===== src/rtl/block_sync.sv =====
// block_sync: word-boundary lock for 67-bit blocks. Slips the RX gearbox on illegal sync
// headers until a run of legal headers is seen, then watches header quality window by window.
module block_sync #(
  parameter int SH_CNT_MAX         = 64,
  parameter int SH_INVALID_CNT_MAX = 16,
  parameter int SLIP_WAIT_CYCLES   = 32
) (
  input  logic       USER_CLK,
  input  logic       SYSTEM_RESET,
  input  logic [1:0] HEADER_IN,
  input  logic       HEADER_VALID_IN,
  output logic       RXGEARBOX_SLIP,
  output logic       BLOCK_LOCK
);

  localparam int CNT_W  = $clog2(SH_CNT_MAX + 1);
  localparam int WAIT_W = (SLIP_WAIT_CYCLES > 0) ? $clog2(SLIP_WAIT_CYCLES + 1) : 1;

  localparam logic [CNT_W-1:0]  SH_CNT_LIMIT  = CNT_W'(SH_CNT_MAX);
  localparam logic [CNT_W-1:0]  INV_CNT_LIMIT = CNT_W'(SH_INVALID_CNT_MAX);
  localparam logic [CNT_W-1:0]  CNT_ZERO      = '0;
  localparam logic [WAIT_W-1:0] WAIT_LOAD     = WAIT_W'(SLIP_WAIT_CYCLES);
  localparam logic [WAIT_W-1:0] WAIT_ONE      = WAIT_W'(1);
  localparam logic [WAIT_W-1:0] WAIT_ZERO     = '0;

  localparam logic [1:0] TEST_SH   = 2'd0;
  localparam logic [1:0] SLIP_WAIT = 2'd1;
  localparam logic [1:0] LOCKED    = 2'd2;

  logic [1:0]        state_reg, state_next;
  logic [CNT_W-1:0]  sh_cnt_reg, sh_cnt_next;
  logic [CNT_W-1:0]  sh_invalid_cnt_reg, sh_invalid_cnt_next;
  logic [WAIT_W-1:0] wait_cnt_reg, wait_cnt_next;
  logic              block_lock_reg, block_lock_next;
  logic              slip_reg, slip_next;

  logic              header_legal;
  logic [CNT_W-1:0]  sh_cnt_inc;
  logic [CNT_W-1:0]  sh_invalid_cnt_inc;

  // A legal sync header has exactly one bit set (01 = data, 10 = control).
  assign header_legal       = HEADER_IN[1] ^ HEADER_IN[0];
  assign sh_cnt_inc         = sh_cnt_reg + CNT_W'(1);
  assign sh_invalid_cnt_inc = sh_invalid_cnt_reg + CNT_W'(!header_legal);

  always_comb begin
    state_next          = state_reg;
    sh_cnt_next         = sh_cnt_reg;
    sh_invalid_cnt_next = sh_invalid_cnt_reg;
    wait_cnt_next       = wait_cnt_reg;
    block_lock_next     = block_lock_reg;
    slip_next           = 1'b0;

    case (state_reg)
      TEST_SH: begin
        if (HEADER_VALID_IN) begin
          if (header_legal) begin
            if (sh_cnt_inc == SH_CNT_LIMIT) begin
              state_next          = LOCKED;
              block_lock_next     = 1'b1;
              sh_cnt_next         = CNT_ZERO;
              sh_invalid_cnt_next = CNT_ZERO;
            end else begin
              sh_cnt_next = sh_cnt_inc;
            end
          end else begin
            state_next          = SLIP_WAIT;
            slip_next           = 1'b1;
            sh_cnt_next         = CNT_ZERO;
            sh_invalid_cnt_next = CNT_ZERO;
            wait_cnt_next       = WAIT_LOAD;
          end
        end
      end

      SLIP_WAIT: begin
        // Countdown runs regardless of HEADER_VALID_IN; the gearbox settles in wall-clock cycles.
        if (wait_cnt_reg <= WAIT_ONE) begin
          state_next          = TEST_SH;
          wait_cnt_next       = WAIT_ZERO;
          sh_cnt_next         = CNT_ZERO;
          sh_invalid_cnt_next = CNT_ZERO;
        end else begin
          wait_cnt_next = wait_cnt_reg - WAIT_ONE;
        end
      end

      LOCKED: begin
        if (HEADER_VALID_IN) begin
          // Invalid-count limit is tested first so it wins over a coincident window end.
          if (sh_invalid_cnt_inc == INV_CNT_LIMIT) begin
            state_next          = SLIP_WAIT;
            block_lock_next     = 1'b0;
            slip_next           = 1'b1;
            sh_cnt_next         = CNT_ZERO;
            sh_invalid_cnt_next = CNT_ZERO;
            wait_cnt_next       = WAIT_LOAD;
          end else if (sh_cnt_inc == SH_CNT_LIMIT) begin
            sh_cnt_next         = CNT_ZERO;
            sh_invalid_cnt_next = CNT_ZERO;
          end else begin
            sh_cnt_next         = sh_cnt_inc;
            sh_invalid_cnt_next = sh_invalid_cnt_inc;
          end
        end
      end

      default: begin
        state_next          = TEST_SH;
        block_lock_next     = 1'b0;
        sh_cnt_next         = CNT_ZERO;
        sh_invalid_cnt_next = CNT_ZERO;
        wait_cnt_next       = WAIT_ZERO;
      end
    endcase
  end

  always_ff @(posedge USER_CLK) begin
    if (SYSTEM_RESET) begin
      state_reg          <= TEST_SH;
      sh_cnt_reg         <= CNT_ZERO;
      sh_invalid_cnt_reg <= CNT_ZERO;
      wait_cnt_reg       <= WAIT_ZERO;
      block_lock_reg     <= 1'b0;
      slip_reg           <= 1'b0;
    end else begin
      state_reg          <= state_next;
      sh_cnt_reg         <= sh_cnt_next;
      sh_invalid_cnt_reg <= sh_invalid_cnt_next;
      wait_cnt_reg       <= wait_cnt_next;
      block_lock_reg     <= block_lock_next;
      slip_reg           <= slip_next;
    end
  end

  assign RXGEARBOX_SLIP = slip_reg;
  assign BLOCK_LOCK     = block_lock_reg;

endmodule

===== config.mk =====
export PLATFORM = sky130hd
export DESIGN_NAME = block_sync
export DESIGN_NICKNAME = d
export VERILOG_FILES = /design/src/rtl/block_sync.sv
export SDC_FILE = /design/constraint.sdc
export NUM_CORES = 1
export LEC_CHECK = 0
export BUFFER_PORTS_ARGS = -buffer_cell sky130_fd_sc_hd__buf_2
export CORE_MARGIN = 2
export CORE_UTILIZATION = 38
export CTS_BUF_LIST = sky130_fd_sc_hd__clkbuf_8
export CTS_CLUSTER_DIAMETER = 200
export DETAILED_ROUTE_END_ITERATION = 8
export PLACE_DENSITY = 0.58
export SYNTH_ARGS = -nofsm -noshare
export SYNTH_HDL_FRONTEND = slang
export SYNTH_SLANG_ARGS = --single-unit

===== constraint.sdc =====
create_clock -name USER_CLK -period 4.61 [get_ports USER_CLK]
set_clock_uncertainty 0.2 [all_clocks]
set_input_delay 1.1525 -clock USER_CLK [delete_from_list [all_inputs] [get_ports USER_CLK]]
set_output_delay 1.1525 -clock USER_CLK [all_outputs]
set_load 0.01 [all_outputs]

=== Word-level counts from Yosys, hierarchy flattened ===
Index checks and enable logic that the tools add are counted.

* Register bits after elaboration: 24
* Output and inout bits: 2
* Word-level logic and storage cells: 69

* $add $sub $neg: 3
* $lt $le $gt $ge: 1
* Eq/ne operators: 12
* Muxes and demuxes: 38
* Bitwise gates (word level): 2
* Reduce and logical (&&, ||, !) cells: 7

{| class="wikitable"
|+ Operators by type and width
! operator !! count
|-
| 2-to-1 mux 7 bit || 12
|-
| one-hot mux 7 bit (3 select lines) || 2
|-
| 2-to-1 mux 6 bit || 5
|-
| one-hot mux 6 bit (3 select lines) || 1
|-
| != test 2 bit, second input constant || 7
|-
| 2-to-1 mux 2 bit || 6
|-
| 2-to-1 mux 1 bit || 9
|-
| AND reduction 4 bit || 2
|-
| adder 7 x 1 -> 7 bit || 1
|-
| adder 7 x 1 -> 7 bit, second input constant || 1
|-
| equality test 7 x 5 -> 1 bit, second input constant || 1
|-
| equality test 7 bit, second input constant || 1
|-
| less-or-equal comparator 6 x 1 -> 1 bit, second input constant || 1
|-
| one-hot mux 2 bit (3 select lines) || 1
|-
| AND reduction 6 bit || 1
|-
| subtractor 6 x 1 -> 6 bit, second input constant || 1
|-
| AND reduction 5 bit || 1
|-
| != test 3 bit, second input constant || 1
|-
| one-hot mux 1 bit (3 select lines) || 1
|-
| AND reduction 3 bit || 1
|-
| equality test 2 x 1 -> 1 bit, second input constant || 1
|-
| equality test 2 bit, second input constant || 1
|-
| zero test 2 bit || 1
|-
| one-hot mux 1 bit (2 select lines) || 1
|-
| other kinds (3) || 3
|}

=== Longest topological paths before layout ===
Gate-level depths: netlist (run 1).

* Depth after elaboration: 7
* Mapped depth: 9
* Depth with buffers taken out: 9

=== Worst setup path before layout (run 1) ===
No wires, ideal clock.

* Kind: input to register
* Start: input port HEADER_IN[0]
* End: register wait_cnt_reg[3]
* Setup time: 0.071 ns
* Data arrival time: 3.501 ns
* Data required time: 4.339 ns
* Slack: 0.838 ns
* Stages on the path: 9
* Path buffers: 0
* Path through: xnor2_1 ha_1 ha_1 nand3_2 o21a_1 nor4_4 a311oi_2 or3_1 a21oi_1

* Word-level cells in the longest chain between the ends: 6
* Elaborated cells between the ends (all ways): 7
* Those cells by class: 1 x add/sub; 3 x eq/ne; 1 x bitwise; 2 x reduce/logical

{| class="wikitable"
|+ RTL lines
! element !! RTL line !! source
|-
| start, declared || 10 || <nowiki>input logic [1:0] HEADER_IN,</nowiki>
|-
| XOR 1 bit * || 42 || <nowiki>assign header_legal = HEADER_IN[1] ^ HEADER_IN[0];</nowiki>
|-
| zero test 1 bit || 44 || <nowiki>assign sh_invalid_cnt_inc = sh_invalid_cnt_reg + CNT_W'(!header_legal);</nowiki>
|-
| adder 7 x 1 -> 7 bit || 44 ||
|-
| equality test 7 x 5 -> 1 bit || 91 || <nowiki>if (sh_invalid_cnt_inc == INV_CNT_LIMIT) begin</nowiki>
|-
| != test 2 bit (no source line) || - ||
|-
| AND reduction 4 bit (no source line) * || - ||
|-
| end signal, assigned || 130 || <nowiki>wait_cnt_reg <= wait_cnt_next;</nowiki>
|-
| end, declared || 33 || <nowiki>logic [WAIT_W-1:0] wait_cnt_reg, wait_cnt_next;</nowiki>
|}

Mark *: on every way between the ends. The rest lies on a longest branch, timed or not.
A chain may end at the register's enable or synchronous reset.

=== Final worst setup path (run 1) ===
Same ends and word-level chain as after synthesis.

==> metrics.txt, run 1 <==
number of maximum-capacitance constraint violations 0; type of the worst setup path in -> reg; run status complete, no violations; Slew @ Worst Pin 703 ps; CTS clk-pin slew, worst paths 80 ps; vias post-DR 1241; Initial Utilization 39.8%; Top-Level Pins 7; dominant cells by area after synthesis sky130_fd_sc_hd__dfxtp_1, sky130_fd_sc_hd__a21oi_1, sky130_fd_sc_hd__ha_1; maximum number of pins on one net before global-route repair 16; fraction of registers with async set/reset 0%; count of yosys warnings during synthesis 0; share of layout cells above drive strength 1 13.7%; Core Region 3690 sq um; CTS tree yes; Relative slew margins 53.1%; achievable clock frequency 269 MHz; Synth cell types 51; cell-by-cell trace of the critical path buf_2 > xnor2_1 > buf_4 > ha_1 > ha_1 > nand3_2 > o21a_1 > nor4_4 > a311oi_2 > or3_1 > a21oi_1; Final GP Congestion 0.770; number of flip-flops and latches in the synthesized netlist 24; via count of the first global-routing pass 1196; first-pass detailed-route iteration total 4; master of the slowest instance on the critical path sky130_fd_sc_hd__nor4_4; Final Hold Violating Endpoints 0; RSZ-0062 raised after global routing no; critical path fanouts, max 8; cell repeated most along the worst path sky130_fd_sc_hd__ha_1; buffering stage count on the worst path with inverters included 2; Die W 66.2 um; number of hold buffers added after cts 0; clock root cell sky130_fd_sc_hd__clkbuf_8; DP Cell Count 213; count of flip-flops with a built-in enable after synthesis 0; CP Capture Type register; Power Dens Cells 310 nW/um^2; GRT Resource Usage Total 16.1%; Final ANT Viol Nets 0; max-slew violation total from the final report 0; number of instances resized during post-cts repair 0; Post-Route Hold Slack 266 ps; Remaining DRCs 0; Worst VDD drop 0.172 mV; cell taking the most area after synthesis sky130_fd_sc_hd__dfxtp_1; sink count of the clock tree 24; Syn Inst Count 165; Detail Placement HPWL 2.23 mm; area share of the largest cell type after synthesis 32.7%; post-synthesis area per instance 8.90 sq um; Syn Nets 175; final routed wirelength across all metal layers 2.98 mm; share of the clock period used by the worst path 80.6%; sum of overflow across all layers after global routing 0; CTS H-Tree Depth 1; num rows 22; Die Height 66.2 um; final number of setup-violating endpoints 0; worst-case clock buffer depth 2; PnR Total Power 474 uW; post-route non-filler standard cell count 216; delay-heaviest family, CP simple AND/OR/NAND/NOR gates; CTS Buf Count 3; Req. time, crit path 4610 ps; PortBufs 6; detailed-route wire length per cell 13.8 um; Skew-Pair Late Insertion Delay 270 ps; post-synthesis cell area 1470 sq um; delay of the slowest cell on the worst path 490 ps; global-route wire length before repair 5.40 mm; startpoint class of the critical path primary input; DR vias/cell 5.75; area added between synthesis and finish 4.17%; fraction of the yosys area taken by sequential cells 32.7%; 1st-iter DRT viols 61; Diodes inserted 0; Total Die Area 4380 sq um; reported leakage power 0.000542 uW; Primary FF master, synth sky130_fd_sc_hd__dfxtp_1; Arrival @ worst endpoint 3720 ps; class of the worst hold path reg -> reg; setup TNS 0 ps; net count reported at finish 180; initial antenna violation count 0; total setup buffers inserted after CTS 0; Min Clock Period, post-route 3710 ps
## per-layer routing
metal  wire length [um]  track usage (%)  share of wire, %  up-vias
li1                   -                -                 -      628
met1               1440             19.4                48      593
met2               1420             27.4                47       15
met3                 85             4.09               2.9        5
met4                 38             5.61               1.3        0
met5                  0                0                 0        -
## per-stage QoR
step	cell area, sq um	setup WS (ps)	util (%)
floorplan	1470	838	-
global placement	1490	690	40.4
detailed placement	1490	594	40.4
CTS	1530	889	41.5
global route	1530	570	41.5
finish	1530	896	41.5
## tightest hold or removal path, delay by kind of cell, from the launching register on
| kind | cells | cell delay [ps] |
|---|---|---|
| flip-flops | 1 | 320 |
| AO/OA/AOI/OAI | 2 | 110 |
## synth_stat cells (3+ instances only)
| library cell | n |
|---|---|
| sky130_fd_sc_hd__a211oi_1 | 5 |
| sky130_fd_sc_hd__a21oi_1 | 16 |
| sky130_fd_sc_hd__or4_1 | 3 |
| sky130_fd_sc_hd__or3_1 | 6 |
| sky130_fd_sc_hd__o21ai_0 | 8 |
| sky130_fd_sc_hd__ha_1 | 5 |
| sky130_fd_sc_hd__dfxtp_1 | 24 |
| sky130_fd_sc_hd__nor3_1 | 7 |
| sky130_fd_sc_hd__clkbuf_8 | 3 |
| sky130_fd_sc_hd__nor2_1 | 12 |
| sky130_fd_sc_hd__inv_1 | 10 |
| sky130_fd_sc_hd__nand2_1 | 8 |
| sky130_fd_sc_hd__xnor2_1 | 3 |
| sky130_fd_sc_hd__nand3_1 | 8 |
## report_power, final
group          switching [uW]  internal [uW]  total [uW]
registers                17.9            220         238
logic                    64.2           46.1         110
clock network            67.2           58.5         126
## final cells by class
class / instances / area [sq um]
fillers: 383 / 2160
flip-flops and latches: 24 / 480
multi-input cells: 124 / 873
well taps: 48 / 60.1
repair buffers: 7 / 37.5
clock buffers: 3 / 41.3
inverters: 10 / 37.5
## layout by cell type (no fill, tap or decap), drive strengths merged, types with 3 or more instances in the layout
| cell type | count |
|---|---|
| a211oi | 5 |
| buf | 7 |
| or4 | 3 |
| dfxtp | 24 |
| clkbuf | 3 |
| nor2 | 12 |
| xnor2 | 3 |
| nand2 | 8 |
| nand3 | 9 |
| inv | 10 |
| or3 | 8 |
| and3 | 4 |
| ha | 5 |
| o21ai | 9 |
| a21oi | 16 |
| nor3 | 7 |
## worst paths after layout
| path | from | endpoint | slack (ps) | cells past startpoint |
|---|---|---|---|---|
| max | HEADER_IN[0] | wait_cnt_reg[3] | 900 | 11 |
| max reg2reg | sh_invalid_cnt_reg[0] | wait_cnt_reg[3] | 1870 | 8 |
| min reg2reg | wait_cnt_reg[4] | wait_cnt_reg[4] | 270 | 2 |
| min | wait_cnt_reg[4] | wait_cnt_reg[4] | 270 | 2 |
## cell families after synthesis
logic type	share of synthesized area, %
AO/OA/AOI/OAI	26.8
XOR/XNOR	2.98
adder cells (fa/ha/maj)	4.26
buffers and inverters	7.84
flip-flops	32.7
multiplexers	0.681
AND/OR/NAND/NOR	24.7
No activity file was read; power rests on OpenSTA's default activity.
==> run 2: changes to the inputs <==
clock period = 3.55 ns   (was 4.61 ns; I/O delays follow)
==> metrics.txt, run 2 (same netlist as run 1, synthesis figures left out) <==
run status complete, no violations; detailed-route wire length per cell 14.0 um (+1.3%); delay-heaviest family, CP simple AND/OR/NAND/NOR gates; class of the worst hold path reg -> reg; total setup buffers inserted after CTS 0 (unchanged); setup TNS 0 ps (unchanged); Skew-Pair Late Insertion Delay 260 ps (about the same); Req. time, crit path 3540 ps (-1070 ps); area added between synthesis and finish 6.22%; share of the clock period used by the worst path 91.8%; number of hold buffers added after cts 0 (unchanged); PnR Total Power 614 uW (+30%); CP Capture Type register; cell repeated most along the worst path sky130_fd_sc_hd__ha_1; vias post-DR 1252 (+0.89%); Remaining DRCs 0 (unchanged); Arrival @ worst endpoint 3250 ps (-470 ps); critical path fanouts, max 7 (-1); Die Height 66.2 um (unchanged); Slew @ Worst Pin 727 ps (+24.0 ps); min-delay src sh_invalid_cnt_reg[0]; startpoint class of the critical path primary input; GRT Resource Usage Total 15.4% (-0.71 points); CTS tree yes; worst-case clock buffer depth 2 (unchanged); master of the slowest instance on the critical path sky130_fd_sc_hd__nor4_4; CTS H-Tree Depth 1 (unchanged); type of the worst setup path in -> reg; initial antenna violation count 0 (unchanged); first-pass detailed-route iteration total 4 (unchanged); Relative slew margins 51.4% (-1.7 points); cell-by-cell trace of the critical path buf_2 > xnor2_1 > ha_1 > ha_1 > nand3_2 > o21a_1 > nor4_4 > a311oi_2 > or3_1 > a21oi_1; number of maximum-capacitance constraint violations 0 (unchanged); via count of the first global-routing pass 1208 (+1.0%); Final ANT Viol Nets 0 (unchanged); net count reported at finish 184 (+2.2%); maximum number of pins on one net before global-route repair 16 (unchanged); achievable clock frequency 307 MHz; RSZ-0062 raised after global routing no; final number of setup-violating endpoints 0 (unchanged); PortBufs 6 (unchanged); Initial Utilization 39.8% (unchanged); Final Hold Violating Endpoints 0 (unchanged); Top-Level Pins 7 (unchanged); Core Region 3690 sq um (unchanged); Crit Reg-Reg Startpoint sh_invalid_cnt_reg[0]; sum of overflow across all layers after global routing 0 (unchanged); clock root cell sky130_fd_sc_hd__clkbuf_8; CP Launch Point HEADER_IN[0]; Diodes inserted 0 (unchanged); DR vias/cell 5.69 (-0.95%); num rows 22 (unchanged); CTS clk-pin slew, worst paths 80 ps (about the same); final routed wirelength across all metal layers 3.08 mm (+3.2%); commonest non-fill, non-tap cells in the layout sky130_fd_sc_hd__dfxtp_1, sky130_fd_sc_hd__a21oi_1, sky130_fd_sc_hd__nor2_1, sky130_fd_sc_hd__inv_1; max-slew violation total from the final report 0 (unchanged); number of instances resized during post-cts repair 0 (unchanged); global-route wire length before repair 5.25 mm (-2.7%); delay of the slowest cell on the worst path 410 ps (-80 ps); share of layout cells above drive strength 1 15.7% (+2.0 points); buffering stage count on the worst path with inverters included 1 (-1); 1st-iter DRT viols 42 (-31%); Final GP Congestion 0.780 (+1.3%); Total Die Area 4380 sq um (unchanged); Power Dens Cells 393 nW/um^2 (+27%); Min Clock Period, post-route 3260 ps; sink count of the clock tree 24 (unchanged); reported leakage power 0.000562 uW (+3.8%); Die W 66.2 um (unchanged); Worst VDD drop 0.160 mV (-6.9%); most frequent standard cell in the layout excluding fill and tap cells sky130_fd_sc_hd__dfxtp_1; Detail Placement HPWL 2.26 mm (+1.6%); CTS Buf Count 3 (unchanged)
[run 2: cell types whose count changed in the layout (fill, tap and decap cells not counted)]
| cell | delta |
|---|---|
| sky130_fd_sc_hd__buf_4 | +4 |
[run 2: layout make-up]
| cell class | instances | area [sq um] |
|---|---|---|
| inverters | 10 | 37.5 |
| flip-flops and latches | 24 | 480 |
| well taps | 48 | 60.1 |
| fillers | 388 | 2130 |
| multi-input cells | 124 | 873 |
| clock buffers | 3 | 41.3 |
| repair buffers | 11 | 67.6 |
[run 2: routing by layer]
layer | global-route usage (%) | wire length [um] | vias up
met4 | 5.36 | 22 | 0
met5 | 0 | 0 | -
met3 | 2.04 | 53 | 2
met2 | 25.3 | 1430 | 9
li1 | - | - | 631
met1 | 20.5 | 1570 | 610
[run 2: metrics by stage]
step           worst slack, ps  utilization (%)  hold slack (ps)  area [sq um]  cells
2_1_floorplan             42.8                -              236          1470    165
6_report                   293             42.3              269          1560    220
4_1_cts                    286             42.3              273          1560    220
5_1_grt                   82.7             42.3              300          1560    220
3_3_place_gp               170             41.2              250          1520    217
3_5_place_dp              7.42             41.2              263          1520    217
[run 2: path summary, 6_finish.rpt]
kind,depth (start not counted),slack [ps],endpoint
worst max register to register,9,900,wait_cnt_reg[3]
worst max-delay path,10,290,wait_cnt_reg[3]
worst min-delay path,2,270,sh_invalid_cnt_reg[0]
worst min register to register,2,270,sh_invalid_cnt_reg[0]
[run 2: worst min-delay path, stage by stage (launching register included)]
cell	delay, ps
sky130_fd_sc_hd__dfxtp_1	320
sky130_fd_sc_hd__nand2_1	50
sky130_fd_sc_hd__a21oi_1	50
[run 2: power by group]
| group | switching [uW] | internal (uW) |
|---|---|---|
| clock network | 81.3 | 75.7 |
| logic | 85.6 | 62.8 |
| registers | 23.0 | 285 |
==> run 3: changes to the inputs <==
PLACE_DENSITY = default   (was 0.58)
PLACE_DENSITY_LB_ADDON = 0.2   (was default)
==> metrics.txt, run 3 (same netlist as run 1, synthesis figures left out) <==
Detail Placement HPWL 2.21 mm (-2.5%); worst-case clock buffer depth 2 (unchanged); share of layout cells above drive strength 1 16.8% (+1.1 points); CTS Buf Count 3 (unchanged); Min Clock Period, post-route 3300 ps (+41.6 ps); commonest non-fill, non-tap cells in the layout sky130_fd_sc_hd__dfxtp_1, sky130_fd_sc_hd__a21oi_1, sky130_fd_sc_hd__nor2_1, sky130_fd_sc_hd__inv_1; Die Height 66.2 um (unchanged); PnR Total Power 644 uW (+5.0%); Setup WS pre-CTS 17.6 ps (+10.2 ps); vias post-DR 1226 (-2.1%); Final GP Congestion 0.801 (+2.7%); critical path fanouts, max 7 (unchanged); Top-Level Pins 7 (unchanged); global-route wire length before repair 5.35 mm (+2.0%); Skew-Pair Late Insertion Delay 270 ps (about the same); num rows 22 (unchanged); Worst VDD drop 0.229 mV (+43%); Power Dens Cells 407 nW/um^2 (+3.6%); share of the clock period used by the worst path 92.9% (+1.2 points); DR vias/cell 5.55 (-2.5%); Req. time, crit path 3550 ps (about the same); sum of overflow across all layers after global routing 0 (unchanged); post-route non-filler standard cell count 221 (+0.45%); reported leakage power 0.000572 uW (+1.7%); area added between synthesis and finish 7.67%; net count reported at finish 184 (unchanged); CTS tree yes; RSZ-0062 raised after global routing no; CP Capture Type register; CTS clk-pin slew, worst paths 90 ps (about the same); Final Hold Violating Endpoints 0 (unchanged); Slew @ Worst Pin 730 ps (+3.35 ps); Remaining DRCs 0 (unchanged); type of the worst setup path in -> reg; Final ANT Viol Nets 0 (unchanged); PortBufs 6 (unchanged); Relative slew margins 51.2% (-0.22 points); initial antenna violation count 0 (unchanged); run status complete, no violations; Arrival @ worst endpoint 3300 ps (+50 ps); Initial Utilization 39.8% (unchanged); final worst setup slack 251 ps (-41.6 ps); Core Region 3690 sq um (unchanged); startpoint class of the critical path primary input; max-slew violation total from the final report 0 (unchanged); number of maximum-capacitance constraint violations 0 (unchanged); GRT Resource Usage Total 15.4% (+0.071 points); final number of setup-violating endpoints 0 (unchanged); final routed wirelength across all metal layers 2.99 mm (-2.9%); setup TNS 0 ps (unchanged); total setup buffers inserted after CTS 0 (unchanged); sink count of the clock tree 24 (unchanged); Diodes inserted 0 (unchanged); CTS H-Tree Depth 1 (unchanged); maximum number of pins on one net before global-route repair 16 (unchanged); 1st-iter DRT viols 75 (+79%); DP Cell Count 217 (unchanged); number of hold buffers added after cts 0 (unchanged); clock root cell sky130_fd_sc_hd__clkbuf_8; Total Die Area 4380 sq um (unchanged); achievable clock frequency 303 MHz (-1.3%); Die W 66.2 um (unchanged); first-pass detailed-route iteration total 4 (unchanged); via count of the first global-routing pass 1194 (-1.2%); class of the worst hold path reg -> reg; most frequent standard cell in the layout excluding fill and tap cells sky130_fd_sc_hd__dfxtp_1; detailed-route wire length per cell 13.5 um (-3.3%)
run 3: repair_timing:
item | CTS | global route
resized for setup | 0 | 1
endpoints found under the setup margin | 0 | 1
endpoints found under the hold margin | 0 | 0
run 3: worst paths after layout:
path	endpoint	slack, ps	cells after the start	startpoint
max reg2reg	wait_cnt_reg[4]	850	9	sh_invalid_cnt_reg[0]
min	sh_invalid_cnt_reg[0]	270	2	sh_invalid_cnt_reg[0]
min reg2reg	sh_invalid_cnt_reg[0]	270	2	sh_invalid_cnt_reg[0]
max	wait_cnt_reg[4]	250	10	HEADER_IN[0]
run 3: metal layers:
layer	vias up	part of all wire, %	wire [um]	track usage (%)
met5	-	0	0	0
met4	0	0.77	23	3.57
met3	4	2.8	85	2.73
met2	19	44	1330	24.5
met1	568	52	1550	21.7
li1	635	-	-	-
run 3: cell type report:
type                       instances  area (sq um)
inverter                          10          37.5
sequential                        24           480
tap                               48          60.1
fill                             390          2110
timing repair buffer              11          67.6
clock buffer                       4          55.1
multi-input combinational        124           881
run 3: critical path, stage by stage:
cell and delay (ps):
sky130_fd_sc_hd__buf_2 100, sky130_fd_sc_hd__xnor2_1 200, sky130_fd_sc_hd__ha_1 250, sky130_fd_sc_hd__ha_1 220
sky130_fd_sc_hd__nand3_2 140, sky130_fd_sc_hd__o21a_1 250, sky130_fd_sc_hd__nor4_4 450, sky130_fd_sc_hd__a311oi_2 260
sky130_fd_sc_hd__or3_1 380, sky130_fd_sc_hd__a21oi_1 160
run 3: power breakdown:
group          switching (uW)  internal, uW  total (uW)  leakage [uW]
clock                    87.5          99.0         187     0.0000288
sequential               23.3           285         309      0.000195
combinational            85.7          63.6         149      0.000348
total                     196           448         644      0.000572
run 3: through the flow:
| stage | hold slack, ps | utilization, % | cell area [sq um] |
|---|---|---|---|
| after floorplan | 236 | - | 1470 |
| after global placement | 252 | 41.2 | 1520 |
| after detailed placement | 263 | 41.2 | 1520 |
| after CTS | 276 | 42.7 | 1570 |
| after global routing | 286 | 42.9 | 1580 |
| final | 269 | 42.9 | 1580 |
